==> config.mk <==
export PLATFORM = sky130hd
export DESIGN_NAME = evp_fsm
export DESIGN_NICKNAME = d
export VERILOG_FILES = /design/src/rtl/evp_fsm_pkg.sv /design/src/rtl/evp_mac.sv /design/src/rtl/evp_fsm.sv
export SDC_FILE = /design/constraint.sdc
export NUM_CORES = 1
export LEC_CHECK = 0
export CORE_AREA = 2 2 199 201
export DETAILED_ROUTE_END_ITERATION = 16
export DIE_AREA = 0 0 201 203
export GPL_ROUTABILITY_DRIVEN = 0
export GPL_TIMING_DRIVEN = 0
export PLACE_DENSITY_LB_ADDON = 0.15
export RECOVER_POWER = 100
export SLEW_MARGIN = 20
export SYNTH_ARGS = -nofsm -noshare
export SYNTH_HDL_FRONTEND = slang
export SYNTH_SLANG_ARGS = --single-unit
==> constraint.sdc <==
create_clock -name clk -period 12.9 [get_ports clk]
set_input_delay 3.87 -clock clk [delete_from_list [all_inputs] [get_ports clk]]
set_output_delay 3.87 -clock clk [all_outputs]
set_load 0.01 [all_outputs]
==> src/rtl/evp_fsm_pkg.sv <==
// Shared EVP/STP definitions: geometry, status codes, width helper and EVP state encoding.
package evp_fsm_pkg;

  localparam int unsigned WORD_SIZE = 16;
  localparam int unsigned N_SIZE    = 8;
  localparam int unsigned S_SIZE    = 88;
  localparam int unsigned POLY_LEN  = 11;
  localparam int unsigned ACC_W     = 32;
  localparam int unsigned LEN_W     = 5;

  localparam logic [31:0] STATUS_OK      = 32'd0;
  localparam logic [31:0] STATUS_INVALID = 32'd2;
  localparam logic [31:0] STATUS_RESET   = 32'hFFFF_FFFF;

  // Smallest r with 2**r >= v.
  function automatic int unsigned log2_ceil(input int unsigned v);
    int unsigned r;
    r = 0;
    while ((64'd1 << r) < 64'(v)) r = r + 1;
    return r;
  endfunction

  localparam int unsigned N_AW = log2_ceil(N_SIZE);
  localparam int unsigned S_AW = log2_ceil(S_SIZE);
  localparam int unsigned K_W  = log2_ceil(POLY_LEN);

  typedef enum logic [2:0] {
    EVP_IDLE,
    EVP_RD_N,
    EVP_CHK_N,
    EVP_ACC,
    EVP_ERR,
    EVP_DONE
  } evp_state_e;

endpackage

==> src/rtl/evp_mac.sv <==
// Horner step acc*x + sext(c), truncated to the accumulator width.
module evp_mac
  import evp_fsm_pkg::*;
(
  input  logic [ACC_W-1:0]     acc,
  input  logic [WORD_SIZE-1:0] x,
  input  logic [WORD_SIZE-1:0] c,
  output logic [ACC_W-1:0]     acc_nxt_c
);

  logic [ACC_W-1:0] x_ext;
  logic [ACC_W-1:0] c_ext;

  // Low 32 bits of a signed product equal those of the product of sign-extended operands.
  assign x_ext     = {{(ACC_W-WORD_SIZE){x[WORD_SIZE-1]}}, x};
  assign c_ext     = {{(ACC_W-WORD_SIZE){c[WORD_SIZE-1]}}, c};
  assign acc_nxt_c = acc * x_ext + c_ext;

endmodule

==> src/rtl/evp_fsm.sv <==
// EVP instruction: fetch polynomial length and coefficients from N/S RAM, evaluate by Horner's rule.
module evp_fsm
  import evp_fsm_pkg::*;
(
  input  logic                 clk,
  input  logic                 rst,
  input  logic                 start_evp,
  input  logic [N_AW-1:0]      A,
  input  logic [WORD_SIZE-1:0] x,
  input  logic [LEN_W-1:0]     rd_data_N,
  input  logic [WORD_SIZE-1:0] rd_data_S,
  output logic                 en_rd_N,
  output logic [N_AW-1:0]      rd_addr_N,
  output logic                 en_rd_S,
  output logic [S_AW-1:0]      rd_addr_S,
  output logic [31:0]          result,
  output logic [31:0]          status,
  output logic                 wr_en_result,
  output logic                 wr_en_status,
  output logic                 done_evp
);

  evp_state_e state_q, state_d;

  logic [N_AW-1:0]      a_q;
  logic [WORD_SIZE-1:0] x_q;
  logic [K_W-1:0]       k_q;
  logic [ACC_W-1:0]     acc_q;
  logic [ACC_W-1:0]     mac_c;
  logic                 len_ok_c;
  logic [S_AW-1:0]      base_c;
  logic                 done_d;
  logic [31:0]          result_d;
  logic [31:0]          status_d;

  assign len_ok_c = (rd_data_N != '0) && (rd_data_N <= LEN_W'(POLY_LEN));
  assign base_c   = S_AW'(a_q) * S_AW'(POLY_LEN);

  evp_mac u_mac (
    .acc       (acc_q),
    .x         (x_q),
    .c         (rd_data_S),
    .acc_nxt_c (mac_c)
  );

  always_ff @(posedge clk) begin
    if (rst) state_q <= EVP_IDLE;
    else     state_q <= state_d;
  end

  always_comb begin
    state_d = state_q;
    case (state_q)
      EVP_IDLE:  if (start_evp) state_d = EVP_RD_N;
      EVP_RD_N:  state_d = EVP_CHK_N;
      EVP_CHK_N: state_d = len_ok_c ? EVP_ACC : EVP_ERR;
      EVP_ACC:   if (k_q == '0) state_d = EVP_DONE;
      EVP_ERR:   state_d = EVP_DONE;
      EVP_DONE:  state_d = EVP_IDLE;
      default:   state_d = EVP_IDLE;
    endcase
  end

  // RAM ports are driven combinationally so the S read can issue in the cycle L arrives.
  always_comb begin
    en_rd_N   = 1'b0;
    rd_addr_N = '0;
    en_rd_S   = 1'b0;
    rd_addr_S = '0;
    done_d    = 1'b0;
    result_d  = mac_c;
    status_d  = STATUS_OK;
    case (state_q)
      EVP_RD_N: begin
        en_rd_N   = 1'b1;
        rd_addr_N = a_q;
      end
      EVP_CHK_N: begin
        if (len_ok_c) begin
          en_rd_S   = 1'b1;
          rd_addr_S = base_c + S_AW'(rd_data_N) - S_AW'(1);
        end
      end
      EVP_ACC: begin
        if (k_q != '0) begin
          en_rd_S   = 1'b1;
          rd_addr_S = base_c + S_AW'(k_q) - S_AW'(1);
        end else begin
          done_d = 1'b1;
        end
      end
      EVP_ERR: begin
        done_d   = 1'b1;
        result_d = '0;
        status_d = STATUS_INVALID;
      end
      default: ;
    endcase
  end

  // Operand latches, counter, accumulator and registered completion outputs.
  always_ff @(posedge clk) begin
    if (rst) begin
      a_q          <= '0;
      x_q          <= '0;
      k_q          <= '0;
      acc_q        <= '0;
      result       <= '0;
      status       <= STATUS_RESET;
      done_evp     <= 1'b0;
      wr_en_result <= 1'b0;
      wr_en_status <= 1'b0;
    end else begin
      done_evp     <= done_d;
      wr_en_result <= done_d;
      wr_en_status <= done_d;
      if (done_d) begin
        result <= result_d;
        status <= status_d;
      end
      case (state_q)
        EVP_IDLE: begin
          if (start_evp) begin
            a_q <= A;
            x_q <= x;
          end
        end
        EVP_CHK_N: begin
          k_q   <= K_W'(rd_data_N - LEN_W'(1));
          acc_q <= '0;
        end
        EVP_ACC: begin
          acc_q <= mac_c;
          if (k_q != '0) k_q <= k_q - K_W'(1);
        end
        default: ;
      endcase
    end
  end

endmodule

==> summary.md, run 1 <==
| Metric | Value |
|---|---|
| Die height | 203 um |
| NumNets Final | 2650 |
| Drt drc | 0 |
| Buffer levels on the longest clock path | 2 |
| FP Rows | 72 |
| Critical path fanouts, max | 8 |
| Sequential Area | around 1900 sq um |
| Post-synthesis adder-cell area fraction | 0.481 |
| Critical path's slowest cell | a2111oi_0 |
| Starting Density | 0.447 |
| Final setup vio count | 0 |
| Worst-path clk slew | around 0.070 ns |
| First-pass GRT wire length | 80100 um |
| Outcome | finished, violations left |
| Syn nets | 2518 |
| Fraction of layout cells with a size suffix above 1 | 0.0237 |
| Top post-synthesis cells by area | fa_1 39%, dfxtp_1 11%, inv_1 9.7% |
| Core Box Area | 38500 sq um |
| 1st-iter DRT viols | around 760 |
| Synth top area share | 0.392 |
| Number of vias per cell | roughly 5 |
| Post-cts resize count | 0 |
| Synth Area in XOR/XNOR | 0.0341 |
| Setup ws final | 1.40 ns |
| CTS tree | done |
| Crit path cell chain | dlygate4sd3_1, nor4_1, a2111oi_0, nand2_1, o22ai_1, dlygate4sd3_1 |
| Die X | approximately 200 um |
| CTS Hold Buffers Added | 0 |
| Fill cells | approximately 3800 |
| Post-placement cell area | 19100 sq um |
| Die area | 40800 sq um |
| Post-synth top area cell | fa_1 |
| Max Fclk | 0.0870 GHz |
| DP Wirelength | 41600 um |
| Maximum vdd drop | 0.0886 mV |
| WP data required | 9.03 ns |
| Fin. Hold Viols | 0 |
| Leakage | slightly above 9 nW |
| Largest family of logic cells by synthesized area | adder cells |
| Most frequent cells in the layout | 443 x inv_1, 337 x fa_1, 308 x nand2_1 |
| Post-synth design cell area | ~17000 sq um |
| Synth warn | 0 |
| RSZ-0062 raised after global routing | no |
| H-tree levels | 3 |
| Commonest non-fill, non-tap cell in the layout | inv_1 |
| WS Path Type | primary input to primary output |
| CP Launch Type | primary input |
| Pwr dens | 50.0 nW/um^2 |
| GR Overflow Total | 0 |
| Synth Register Bits | slightly above 90 |
| Max-Slew Margin vs Limit | -0.451 |
| Hold slack | 0.462 ns |
| Post-route ant nets | 0 |
| EDFF count, synth | 0 |
| Max Slew Vio Count | 9 |
| CTS buffer count | 9 |
| Setup Buffers After CTS | 0 |
| Multi-input logic area | 13000 sq um |
| Setup Slack @ Placement | 2.33 ns |
| Detailed Routing Iterations Pass 1 | 5 |
| Worst slew pin tran | 2.12 ns |
| Register area share after synthesis | 0.108 |
| Fin crit share | 0.891 |
| Final Cell Area | 19300 sq um |
| Post-Syn Instances | slightly above 2000 |
| Max Clock Skew | 0.0120 ns |
| Initial antenna violation count | 3 |
| Total Wirelength | 49100 um |
| Simple-gate portion of the synthesized area | 0.168 |
| Cell family contributing the most delay on the critical path | compound AO/OA/AOI/OAI gates |
| Synth Area in Compound Gates | 0.0766 |
| Setup TNS Final | 0 ns |
| Max stage delay on crit path | 1.71 ns |
| Mux share of post-synthesis cell area | 0.000582 |
| Largest net degree at the start of global routing | 33 |
| Port buffer count | 121 |
| Minimum clock period after layout | between 10 and 15 ns |
| P&R area growth vs syn | 12.4% |
| CTS sink count | 93 |
| Vias in the first global route | between 10000 and 15000 |
| Most used flip-flop cell after synthesis | dfxtp_1 |
| CP Buf/Inv Count | 2 |
| CP endpoint kind | primary output |
| Synth cell types | 54 |
| Class of the worst hold path | flop to flop |
| CP most frequent cell | dlygate4sd3_1 |
| Max Cap Viol | 1 |
| Worst skew pair latency | 0.34 ns |
| CTS root buffer | clkbuf_16 |
| All-Layer GR Usage | 0.253 |
| Syn avg cell area | approximately 8.5 sq um |
| WL/cell | 18.4 um |
| Failing checks | capacitance limit, slew limit |
| Total number of vias | about 13000 |
| IO Pins | 122 |
| Critical path data arrival time | 7.63 ns |
| Asr flop ratio synth | 0 |
[registers in the layout, indices dropped and copies added (netlist names)]
| register | flops |
|---|---|
| a_q | 3 |
| acc_q | 32 |
| done_evp | 1 |
| k_q | 4 |
| result | 32 |
| state_q | 3 |
| status | 2 |
| x_q | 16 |
[path summary, 6_finish.rpt]
check          startpoint           end  slack, ns  cells past startpoint
max          rd_data_N[2]  rd_addr_S[6]       1.40                      6
min             result[0]     result[0]       0.46                      2
max reg2reg        x_q[6]    result[28]       5.01                     22
min reg2reg     result[0]     result[0]       0.46                      2
[per-stage QoR]
step / total power, mW / std cells / utilization
after detailed placement: 0.697 / 2654 / 0.496
after global routing: 1.03 / 2670 / 0.503
after floorplan: 0.553 / 2015 / -
after global placement: 0.693 / 2654 / 0.496
after CTS: 0.973 / 2670 / 0.504
final: 0.967 / 2672 / 0.503
[Yosys cell counts, drive strengths merged, types with 7 or more instances]
master / instances
ha: 123
o21ai: 23
nand2: 308
nor3: 11
xor2: 18
nand3: 28
and2: 161
a21oi: 81
nor2: 80
xnor2: 49
clkbuf: 94
a22oi: 16
nand2b: 10
fa: 337
o21a: 7
buf: 34
o21bai: 7
a21o: 16
inv: 443
a22o: 17
dfxtp: 93
[kinds of logic after synthesis]
logic type      count (synthesis)
buf+inv                       571
fa+ha+maj                     460
mux                             1
xor+xnor                       67
compound gates                202
flops                          93
simple gates                  621
[worst min-delay path: cells and delay by family, from the launching register on]
family           cells  cell delay (ns)
AO/OA/AOI/OAI        1             0.05
AND/OR/NAND/NOR      1             0.05
flip-flops           1             0.31
[routing by layer]
metal / up-vias / wire (um) / track usage / part of all wire
li1: 6240 / - / - / -
met1: 6756 / 21700 / 0.346 / 0.44
met2: 363 / 23200 / 0.422 / 0.47
met3: 59 / 3160 / 0.0435 / 0.064
met4: 2 / 1060 / 0.0529 / 0.022
met5: - / 17 / 0 / 0.00035
[power breakdown]
group          total (mW)  leakage, nW  internal (mW)  switching [mW]
combinational       0.381         8.39          0.140           0.240
clock               0.277        0.148          0.155           0.122
sequential          0.310        0.753          0.295          0.0148
total               0.967         9.30          0.590           0.377
[cell type report]
type / instances / share of cell area
tap: 518 / 0.0335
timing repair buffer: 121 / 0.0626
inverter: 443 / 0.0860
clock buffer: 10 / 0.0118
clock inverter: 6 / 0.00401
buffer: 128 / 0.0310
antenna: 2 / 0.000259
multi-input combinational: 1351 / 0.674
sequential: 93 / 0.0963
Note: power is estimated with default switching activity, not from simulation.
==> run 2, diff against run 1 <==
- CORE_AREA: 2 2 199 201 -> 2 2 204 206
- DIE_AREA: 0 0 201 203 -> 0 0 206 208
==> run 2 against run 1 <==
Net effect:
- the flow still finishes with violations (capacitance limit, slew limit)
- clock-buffer cell count is 1 lower
- critical path type unchanged
- register-to-register slack barely moved
- clock skew shrank 0.0017 ns
- highest routed layer is now met4
- global-route usage fell by 0.69 points
- clock power hardly changed
- routed wire length is 2.1% higher
- core utilization fell by 2.5 points
- die area grew 5.0%
- worst hold slack got worse by 0.016 ns
==> summary.md, run 2 (same netlist as run 1, synthesis figures left out) <==
| Metric | Value |
|---|---|
| Setup TNS Final | 0 ns (unchanged) |
| WL/cell | 18.7 um (+1.6%) |
| Max-Slew Margin vs Limit | -0.423 (+0.0280) |
| Final setup vio count | 0 (unchanged) |
| First-pass GRT wire length | 80600 um (+0.67%) |
| Cell family contributing the most delay on the critical path | compound AO/OA/AOI/OAI gates |
| Most frequent cells in the layout | 443 x inv_1, 337 x fa_1, 308 x nand2_1 |
| Fin crit share | 0.895 (+0.00338) |
| Internal power | 0.590 mW (about the same) |
| Worst slew pin tran | 2.08 ns (-0.0409 ns) |
| Vias in the first global route | 14400 (+0.83%) |
| Post-route ant nets | 0 (unchanged) |
| Register share of total power | 0.319 (-0.002) |
| Biggest regs | acc_q: 32 flops, result: 32 flops, x_q: 16 flops |
| RSZ-0062 raised after global routing | no |
| 1st-iter DRT viols | 866 (+14%) |
| Die height | 208 um (+2.5%) |
| IO Pins | 122 (unchanged) |
| Hold slack | 0.447 ns (-0.0155 ns) |
| H-tree levels | 3 (unchanged) |
| Number of vias per cell | 5.05 (+0.47%) |
| Fill cells | 4040 (+5.1%) |
| Fin. Hold Viols | 0 (unchanged) |
| Leakage | 9.29 nW (about the same) |
| CP Buf/Inv Count | 2 (unchanged) |
| Outcome | finished, violations left |
| CP most frequent cell | dlygate4sd3_1 |
| Drt drc | 0 (unchanged) |
| Net load switching power | 0.380 mW (+0.67%) |
| Clk network pwr share | 0.288 (+0.002) |
| Core Box Area | 40600 sq um (+5.4%) |
| Crit. Startpoint | rd_data_N[2] |
| Critical path data arrival time | 7.67 ns (+0.04 ns) |
| Total Wirelength | 50200 um (+2.1%) |
| P&R area growth vs syn | 12.5% |
| CTS tree | done |
| NumNets Final | 2650 (unchanged) |
| Crit path cell chain | dlygate4sd3_1, nor4_1, a2111oi_0, nand2_1, o22ai_1, dlygate4sd3_1 |
| Max Slew Vio Count | 9 (unchanged) |
| GR Overflow Total | 0 (unchanged) |
| Detailed Routing Iterations Pass 1 | 5 (unchanged) |
| Class of the worst hold path | flop to flop |
| Post-cts resize count | 0 (unchanged) |
| Max stage delay on crit path | 1.68 ns (-0.03 ns) |
| Critical path fanouts, max | 8 (unchanged) |
| Failing checks | capacitance limit, slew limit |
| Worst skew pair latency | 0.34 ns (about the same) |
| DP Wirelength | 42300 um (+1.8%) |
| WP data required | 9.03 ns (about the same) |
| Minimum clock period after layout | 11.54 ns (+0.0435 ns) |
| Initial antenna violation count | 3 (unchanged) |
| Reg2reg path depth | 20 (-9.1%) |
| Stages on worst setup path | 6 (unchanged) |
| Port buffer count | 121 (unchanged) |
| CP Launch Type | primary input |
| CTS root buffer | clkbuf_16 |
| Die X | 206 um (+2.5%) |
| Max Cap Viol | 1 (unchanged) |
| Die area | 42800 sq um (+5.0%) |
| Largest net degree at the start of global routing | 33 (unchanged) |
| Worst-path clk slew | 0.07 ns (about the same) |
| WHS Path Cells | 1 (-1) |
| Setup Buffers After CTS | 0 (unchanged) |
| Critical path's slowest cell | a2111oi_0 |
| WS Path Type | primary input to primary output |
| All-Layer GR Usage | 0.246 (-0.00688) |
| Final Cell Area | 19400 sq um (+0.13%) |
| FP Rows | 74 (+2.8%) |
| CTS sink count | 93 (unchanged) |
| Maximum vdd drop | 0.0898 mV (+1.3%) |
| Multi-input logic area | 13000 sq um (unchanged) |
| Pwr dens | 50.1 nW/um^2 (+0.13%) |
| Switching share of power | 0.392 (+0.00158) |
| Starting Density | 0.424 (-0.0230) |
| CTS Hold Buffers Added | 0 (unchanged) |
| Post-placement cell area | 19100 sq um (about the same) |
| CTS buffer count | 9 (unchanged) |
| Worst r2r src | acc_q[8] |
| Max Fclk | 0.0867 GHz (-0.38%) |
| Fraction of layout cells with a size suffix above 1 | 0.0242 (+0.000465) |
| Buffer levels on the longest clock path | 2 (unchanged) |
| Sequential Area | 1860 sq um (unchanged) |
| CP endpoint kind | primary output |
| Start point of the worst hold path | status[1] |
| Total number of vias | 13500 (+0.95%) |
| Proportion of power drawn by combinational gates | 0.393 (about the same) |
| Commonest non-fill, non-tap cell in the layout | inv_1 |
| Max Clock Skew | 0.0103 ns (-0.00171 ns) |
-- run 2: path summary, 6_finish.rpt --
check	slack (ns)	end
setup / recovery	1.36	rd_addr_S[4]
hold reg to reg	0.45	status[1]
hold / removal	0.45	status[1]
setup reg to reg	5.02	result[28]
-- run 2: final cells by class --
class / count / area share
Multi-Input combinational cell: 1351 / 0.674
Sequential cell: 93 / 0.0961
Inverter: 443 / 0.0859
Timing Repair Buffer: 121 / 0.0625
Tap cell: 532 / 0.0344
Buffer: 128 / 0.0310
Clock buffer: 9 / 0.0116
Clock inverter: 7 / 0.00472
Antenna cell: 1 / 0.000129
-- run 2: per-layer routing --
layer | wire length, um | track usage | part of all wire
met2 | 23200 | 0.393 | 0.46
met5 | 0 | 0 | 0
met3 | 3400 | 0.0404 | 0.068
met1 | 22100 | 0.345 | 0.44
met4 | 1470 | 0.0655 | 0.029
-- run 2: through the flow --
| step | instances | power, mW | util | setup slack, ns |
|---|---|---|---|---|
| floorplan | 2015 | 0.553 | - | 3.61 |
| global placement | 2668 | 0.694 | 0.471 | 2.06 |
| detailed placement | 2668 | 0.698 | 0.471 | 2.32 |
| CTS | 2684 | 0.978 | 0.479 | 2.31 |
| global route | 2684 | 1.03 | 0.478 | 1.14 |
| finish | 2685 | 0.970 | 0.478 | 1.36 |
-- run 2: power groups by stage --
stage	combinational, mW	sequential [mW]	clock [mW]
6_report	0.381	0.310	0.279
5_1_grt	0.426	0.310	0.296
4_1_cts	0.386	0.309	0.283
3_5_place_dp	0.382	0.316	0
3_3_place_gp	0.378	0.316	0
2_1_floorplan	0.244	0.309	0
-- run 2: worst register-to-register path: stages, from the launching register on --
cell and delay, ns:
dfxtp_1 0.69, clkbuf_1 0.73, nand2_1 0.20, fa_1 0.58, inv_1 0.05, fa_1 0.48, fa_1 0.59, fa_1 0.47
fa_1 0.51, inv_1 0.05, fa_1 0.47, inv_1 0.04, ha_1 0.37, nand2_1 0.12, nor3_1 0.85, inv_1 0.09
o311a_1 0.49, nand2b_1 0.22, a31oi_1 0.18, o211ai_1 0.20, a221o_1 0.37
